`config.mk`:
```
export PLATFORM = sky130hd
export DESIGN_NAME = direction_ctrl_module
export DESIGN_NICKNAME = d
export VERILOG_FILES = /design/src/rtl/direction_ctrl_module.sv
export SDC_FILE = /design/constraint.sdc
export NUM_CORES = 1
export LEC_CHECK = 0
export BUFFER_PORTS_ARGS = -buffer_cell sky130_fd_sc_hd__buf_2
export CAP_MARGIN = 20
export CORE_UTILIZATION = 58
export CTS_BUF_LIST = sky130_fd_sc_hd__clkbuf_16
export DETAILED_ROUTE_END_ITERATION = 10
export PLACE_DENSITY = 0.87
export SLEW_MARGIN = 25
export SYNTH_ARGS = -nofsm -noshare
export SYNTH_HDL_FRONTEND = slang
export SYNTH_SLANG_ARGS = --single-unit
export TNS_END_PERCENT = 100
```
`constraint.sdc`:
```
create_clock -name clk_50mhz_i -period 6.6 [get_ports clk_50mhz_i]
set_input_delay 0.66 -clock clk_50mhz_i [delete_from_list [all_inputs] [get_ports clk_50mhz_i]]
set_output_delay 0.66 -clock clk_50mhz_i [all_outputs]
set_load 0.05 [all_outputs]
```
`src/rtl/direction_ctrl_module.sv`:
```
// -----------------------------------------------------------------------------
// direction_ctrl_module
//
// Heading controller for a grid game. Single-key presses are filtered against
// the most recent requested heading (or the current heading when nothing is
// queued) and, when legal, are stored in a 2-entry FIFO. Each game-step strobe
// pops one queued heading into the registered output heading and raises a
// one-cycle turn pulse. Pausing the game flushes the queue and freezes the
// heading. Every rejected key event bumps a saturating counter.
//
// Ports
//   clk_50mhz_i   in   1  system clock, all state on rising edge
//   rst_i         in   1  synchronous reset, active-high, highest priority
//   key_left_i    in   1  key-press pulse, left
//   key_right_i   in   1  key-press pulse, right
//   key_up_i      in   1  key-press pulse, up
//   key_down_i    in   1  key-press pulse, down
//   move_tick_i   in   1  single-cycle game-step strobe
//   game_en_i     in   1  level, 1 = play, 0 = paused / flushed
//   dir_o         out  2  current heading: 00 up, 01 down, 10 left, 11 right
//   turn_o        out  1  high for the one cycle a newly popped heading appears
//   q_count_o     out  2  number of queued headings, 0..2
//   rej_cnt_o     out  8  rejected key events, saturating at 255
// -----------------------------------------------------------------------------
module direction_ctrl_module (
    input  logic       clk_50mhz_i,
    input  logic       rst_i,
    input  logic       key_left_i,
    input  logic       key_right_i,
    input  logic       key_up_i,
    input  logic       key_down_i,
    input  logic       move_tick_i,
    input  logic       game_en_i,
    output logic [1:0] dir_o,
    output logic       turn_o,
    output logic [1:0] q_count_o,
    output logic [7:0] rej_cnt_o
);

    localparam logic [1:0] DIR_UP    = 2'b00;
    localparam logic [1:0] DIR_DOWN  = 2'b01;
    localparam logic [1:0] DIR_LEFT  = 2'b10;
    localparam logic [1:0] DIR_RIGHT = 2'b11;

    // State registers
    logic [1:0] dir_q,     dir_d;
    logic       turn_q,    turn_d;
    logic [1:0] count_q,   count_d;
    logic       head_q,    head_d;
    logic       tail_q,    tail_d;
    logic [7:0] rej_cnt_q, rej_cnt_d;
    logic [1:0] fifo_q [2];

    // Decode of the key inputs
    logic [2:0] n_keys;
    logic       key_event;
    logic       single_key;
    logic [1:0] req_dir;
    logic [1:0] ref_dir;
    logic       same_dir;
    logic       opp_dir;
    logic       pop;
    logic       push;
    logic       reject;

    always_comb begin
        n_keys = {2'b00, key_up_i} + {2'b00, key_down_i}
               + {2'b00, key_left_i} + {2'b00, key_right_i};
        key_event  = (n_keys != 3'd0);
        single_key = (n_keys == 3'd1);

        req_dir = DIR_UP;
        if (key_down_i)  req_dir = DIR_DOWN;
        if (key_left_i)  req_dir = DIR_LEFT;
        if (key_right_i) req_dir = DIR_RIGHT;

        // The tail entry is the slot just behind the write pointer; with two
        // slots that is simply the other slot.
        ref_dir = (count_q != 2'd0) ? fifo_q[~tail_q] : dir_q;

        same_dir = (req_dir == ref_dir);
        // Opposite pairs (up/down, left/right) differ only in bit 0.
        opp_dir  = (req_dir == {ref_dir[1], ~ref_dir[0]});

        pop    = game_en_i && move_tick_i && (count_q != 2'd0);
        // A full queue can still accept a push when a pop frees a slot at the
        // same edge.
        push   = game_en_i && single_key && !same_dir && !opp_dir
                 && ((count_q != 2'd2) || pop);
        reject = game_en_i && key_event && !push;
    end

    // Next-state logic
    always_comb begin
        dir_d     = dir_q;
        turn_d    = pop;
        count_d   = count_q;
        head_d    = head_q;
        tail_d    = tail_q;
        rej_cnt_d = rej_cnt_q;

        if (!game_en_i) begin
            // Paused: flush the queue, freeze the heading and counters.
            count_d = 2'd0;
            head_d  = 1'b0;
            tail_d  = 1'b0;
        end else begin
            if (pop) begin
                dir_d  = fifo_q[head_q];
                head_d = ~head_q;
            end
            if (push) begin
                tail_d = ~tail_q;
            end
            case ({push, pop})
                2'b10:   count_d = count_q + 2'd1;
                2'b01:   count_d = count_q - 2'd1;
                default: count_d = count_q;
            endcase
            if (reject && (rej_cnt_q != 8'hFF)) begin
                rej_cnt_d = rej_cnt_q + 8'd1;
            end
        end
    end

    always_ff @(posedge clk_50mhz_i) begin
        if (rst_i) begin
            dir_q     <= DIR_RIGHT;
            turn_q    <= 1'b0;
            count_q   <= 2'd0;
            head_q    <= 1'b0;
            tail_q    <= 1'b0;
            rej_cnt_q <= 8'd0;
        end else begin
            dir_q     <= dir_d;
            turn_q    <= turn_d;
            count_q   <= count_d;
            head_q    <= head_d;
            tail_q    <= tail_d;
            rej_cnt_q <= rej_cnt_d;
        end
    end

    // Queue storage; contents are don't-care whenever count is zero, so the
    // data slots need no reset.
    always_ff @(posedge clk_50mhz_i) begin
        if (!rst_i && push) begin
            fifo_q[tail_q] <= req_dir;
        end
    end

    assign dir_o     = dir_q;
    assign turn_o    = turn_q;
    assign q_count_o = count_q;
    assign rej_cnt_o = rej_cnt_q;

endmodule

```
* Yosys cells after proc, flatten, opt, wreduce, memory -nomap -nowiden
Memory sizes are Yosys's and may differ from the RTL's. A register that Yosys moved wholly into a read port is not among the register bits.
Cells that the tools add are included.
** Word-level totals
- Flip-flop bits (word level) :: 13
- Bits in writable memories :: 4
- Bits of input ports :: 8
- Output and inout port bits :: 13
- Memories :: 1
** Memories
- fifo_q :: words 2, bits a word 2, read ports 2, clocked after memory_dff 1, write ports 1, line 52 : logic [1:0] fifo_q [2];
** Operators by class
- Add/subtract/negate cells :: 6
- Equal/unequal tests :: 7
- Mux-type cells :: 7
- Bitwise logic cells :: 4
- Reduce and logical (&&, ||, !) cells :: 21
** Operator list (number)
- logical AND 1 bit :: 10
- adder 8 x 1 -> 8 bit, second input constant :: 1
- != test 8 bit, second input constant :: 1
- two-way mux 2 bit :: 3
- == test 2 bit :: 2
- logical NOT 1 bit :: 4
- NOT 1 bit :: 4
- one-hot mux 2 bit (2 select lines) :: 1
- AND reduction 2 bit :: 2
- nonzero test 2 bit :: 2
- adder 2 x 1 -> 3 bit :: 1
- adder 3 x 1 -> 3 bit :: 1
- == test 3 x 1 -> 1 bit, second input constant :: 1
- two-way mux 1 bit :: 3
- nonzero test 3 bit :: 1
- adder 1 x 1 -> 2 bit :: 1
- adder 2 x 1 -> 2 bit, second input constant :: 1
- == test 2 x 1 -> 1 bit, second input constant :: 1
- == test 2 bit, second input constant :: 1
- != test 2 bit, second input constant :: 1
- OR reduction 2 bit :: 1
- subtractor 2 x 1 -> 2 bit, second input constant :: 1
- logical OR 1 bit :: 1

* Longest topological paths before layout
- Depth after elaboration :: 12
- Depth in mapped cells :: 8
- Gate-level depth less buffers :: 8

* Worst setup path before layout
No wires, ideal clock.
- Kind :: input port to flip-flop
- From :: in key_left_i
- To :: mem fifo_q[1][0], enable pin
- Library setup time :: 0.349 ns
- Arrival time :: 2.717 ns
- Required time :: 6.251 ns
- Setup slack :: 3.534 ns
- Cell stages on the path :: 6
- Buffers on the path :: 0
- Cells stage by stage :: fa_1 -> ha_1 -> ha_1 -> nand4bb_2 -> a31oi_2 -> nor4bb_1
** On the way
- Word-level cells in the longest chain between the ends :: 10
- Elaborated cells between the ends (all ways) :: 16
** RTL lines
- start, declared :: line 28 : input logic key_left_i,
- adder 2 x 1 -> 3 bit / two-way mux 2 bit (equally long branches) :: line 68, 74
- adder 3 x 1 -> 3 bit / two-way mux 2 bit (equally long branches) :: line 68, 75
- == test 3 x 1 -> 1 bit / == test 2 bit (equally long branches) :: line 70, 81
- logical AND 1 bit / logical NOT 1 bit (equally long branches) :: line 88 : push = game_en_i && single_key && !same_dir && !opp_dir
- logical AND 1 bit :: line 88
- logical AND 1 bit (*) :: line 88
- logical AND 1 bit (*) :: line 89 : && ((count_q != 2'd2) || pop);
- logical AND 1 bit (*) :: line 147 : if (!rst_i && push) begin
- two-way mux 1 bit (*) :: line 147
- two-way mux 1 bit (implied by the code) (*) :: line 148 : fifo_q[tail_q] <= req_dir;
- end, declared :: line 52
Every way passes the cells marked *; elsewhere a longest branch is shown, timed or not.

* Worst setup path after layout
Same ends and word-level chain as after synthesis.

==> results.toml <==
[timing]
relSlewSlack = 0.6318
hold_violations = 0
timing.hold.ws_ns = 0.4922
rsz0062_at_grt = "no"
layout_min_cycle_time_ns = 3.168
fmax_mhz = 315.7
fin_crit_sh = 0.4800
final.setup.tns_ns = 0
clock-skew-final_ns = 0.001699
finalMaxSlewViolations = 0
worst_pin_slew_ns = 0.5383
setup_viol = 0

[placed_design]
place_congestion = 0.9020
io_buffer_count = 20
place_area_mm2 = 0.001239
hpwl_um = 1694

[floorplan]
die_height_um = 46.04
die_w_um = 46.04
die_area_mm2 = 0.002120
core_area_mm2 = 0.001764
pin_count = 21
rows = 15
initial_utilization = 0.6376

[routing]
route.detailed.drc = 0
routed_wl_um = 2327
ant_nets = 0
vias = 939
drtIter0Drc = 14
wire_per_inst_um = 14.54
firstDrtPassIters = 4
via_per_inst = 5.869

[flow_run]
maxCapViolCount = 0

[power_and_ir_drop]
clkPwrFrac = 0.426
power_density_mw_per_mm2 = 225.3
power.internal_w = 0.0002190
total_leakage_power_nw = 0.5212
p_comb_frac = 0.153
p_seq_frac = 0.421
vdd_ir_drop_max_mv = 0.1886
switching_share = 0.2631
switchingPower_w = 0.00007817

[critical_path]
crit_path_end_kind = "flip-flop"
required_ns = 6.51
critical_path_class = "input pin to flip-flop"
cp-start-kind = "input pin"
path_max_fanout = 7
cp.arrival_ns = 3.07

[clock_network]
hold_buffers = 0
cts_buffers = 3
cts_sinks = 19
clockBufferDepth = 2
htree_num_levels = 1
post-cts-setup-buffer-count = 0
cts_tree = "done"
cts-resized-gates = 0
path_clk_slew_ns = 0.05
clock-root-buffer = "clkbuf_16"
clk_latency_ns = 0.25

[finish]
drive_above_1_share = 0.2593
final_net_count = 149
postLayoutCellArea_mm2 = 0.001319
areaGrowthSynthToFinish_pct = 17.24
diodes = 0

[yosys]
synth_edf_count = 4
syn-num-nets = 128
yosysWarnings = 0
synthFlopType = "dfxtp_1"
yosysUniqueCellTypes = 42
syn_area_mm2 = 0.001125
avgSynthCellArea_um2 = 9.781
ys_ff_latch = 19
synthArstFlopShare = 0
synthCells = 115
synth-seq-area-share = 0.3737

[grt]
grt_max_degree = 18
grt_pass1_vias = 881
grt_pass1_wl_um = 3933
grt_antenna_before_repair = 0
track_usage = 0.2728
overflow = 0

[outcome]
outcome = "finished clean"

[worst_hold_path]
hold_path.class = "flip-flop to flip-flop"
-- registers in the layout (all words and copies together), names as in the netlist --
name       cells
rej_cnt_o      8
dir_o          2
fifo_q         4
head_q         1
q_count_o      2
turn_o         1
tail_q         1
-- placed cells by master, fill, tap and decap left out, types with 2 or more instances in the layout --
master,synthesis,layout
mux2i_1,3,3
a31o_1,2,2
buf_2,2,20
nand3_1,2,2
mux2i_2,2,2
a2111oi_2,2,2
edfxtp_1,4,4
o21ai_1,2,2
ha_1,4,4
and4_1,2,2
or2_2,2,2
nor2b_1,2,2
nor2_1,19,19
dfxtp_1,15,15
inv_1,6,6
xnor2_1,4,4
o21ai_0,2,2
nand2b_1,3,3
a21oi_1,4,4
nand2_1,4,4
clkbuf_16,0,3
xor2_1,3,3
a211o_1,2,2
and3_1,2,2
a21o_1,2,2
nor3_1,2,2
-- power groups by stage --
stage / logic, W / clock network [W] / registers, W
2_1_floorplan: 0.0000261 / 0 / 0.000135
3_3_place_gp: 0.0000429 / 0 / 0.000127
3_5_place_dp: 0.0000446 / 0 / 0.000128
4_1_cts: 0.0000453 / 0.000128 / 0.000125
5_1_grt: 0.0000490 / 0.000131 / 0.000125
6_report: 0.0000456 / 0.000126 / 0.000125
-- worst max-delay path, stage by stage --
cell and delay, ns:
buf_2 0.11, fa_1 0.47, ha_1 0.20, ha_1 0.30
nand4bb_2 0.39, a31oi_2 0.45, nor4bb_1 0.49
-- layout make-up --
class	instances	area, um^2
clock inverters	1	5.005
well taps	25	31.28
flip-flops and latches	19	420.4
multi-input cells	86	664.4
fillers	134	445.4
inverters	6	22.52
repair buffers	20	100.1
clock buffers	3	75.07
-- final timing paths --
path,from,endpoint,slack [ns],depth (start not counted)
worst max-delay path,key_left_i,fifo_q[1][0],3.43,7
worst min-delay path,dir_o[0],dir_o[0],0.49,1
worst max register to register,tail_q,fifo_q[0][0],4.42,4
worst min register to register,dir_o[0],dir_o[0],0.49,1
-- cells in the mapped netlist (3+ instances only) --
master    count  area (um^2)
ha_1          4        50.05
inv_1         6        22.52
nor2_1       19        71.32
edfxtp_1      4        120.1
xnor2_1       4        35.03
xor2_1        3        26.28
nand2_1       4        15.01
nand2b_1      3        18.77
a21oi_1       4        20.02
dfxtp_1      15        300.3
mux2i_1       3        30.03
-- per-stage QoR --
step | std cells | setup slack (ns) | utilization | power (W)
after floorplan | 115 | 3.534 | - | 0.0001607
after global placement | 156 | 3.308 | 0.7021 | 0.0001703
after detailed placement | 156 | 3.211 | 0.7021 | 0.0001721
after CTS | 160 | 3.452 | 0.7475 | 0.0002984
after global routing | 160 | 3.261 | 0.7475 | 0.0003060
final | 160 | 3.432 | 0.7475 | 0.0002971
-- routing by layer --
metal / vias up / global-route usage / part of all wire
li1: 456 / - / -
met1: 443 / 0.3062 / 0.43
met2: 33 / 0.4648 / 0.50
met3: 7 / 0.05159 / 0.043
met4: 0 / 0.1765 / 0.032
met5: - / 0 / 0
-- cell families after synthesis --
logic type | after synthesis | synth area share
flops | 19 | 0.3738
xor+xnor | 7 | 0.05451
mux | 7 | 0.07453
compound gates | 25 | 0.2025
buf+inv | 10 | 0.03560
simple gates | 42 | 0.1969
fa+ha+maj | 5 | 0.06229
Power figures use the tool's default switching activity.
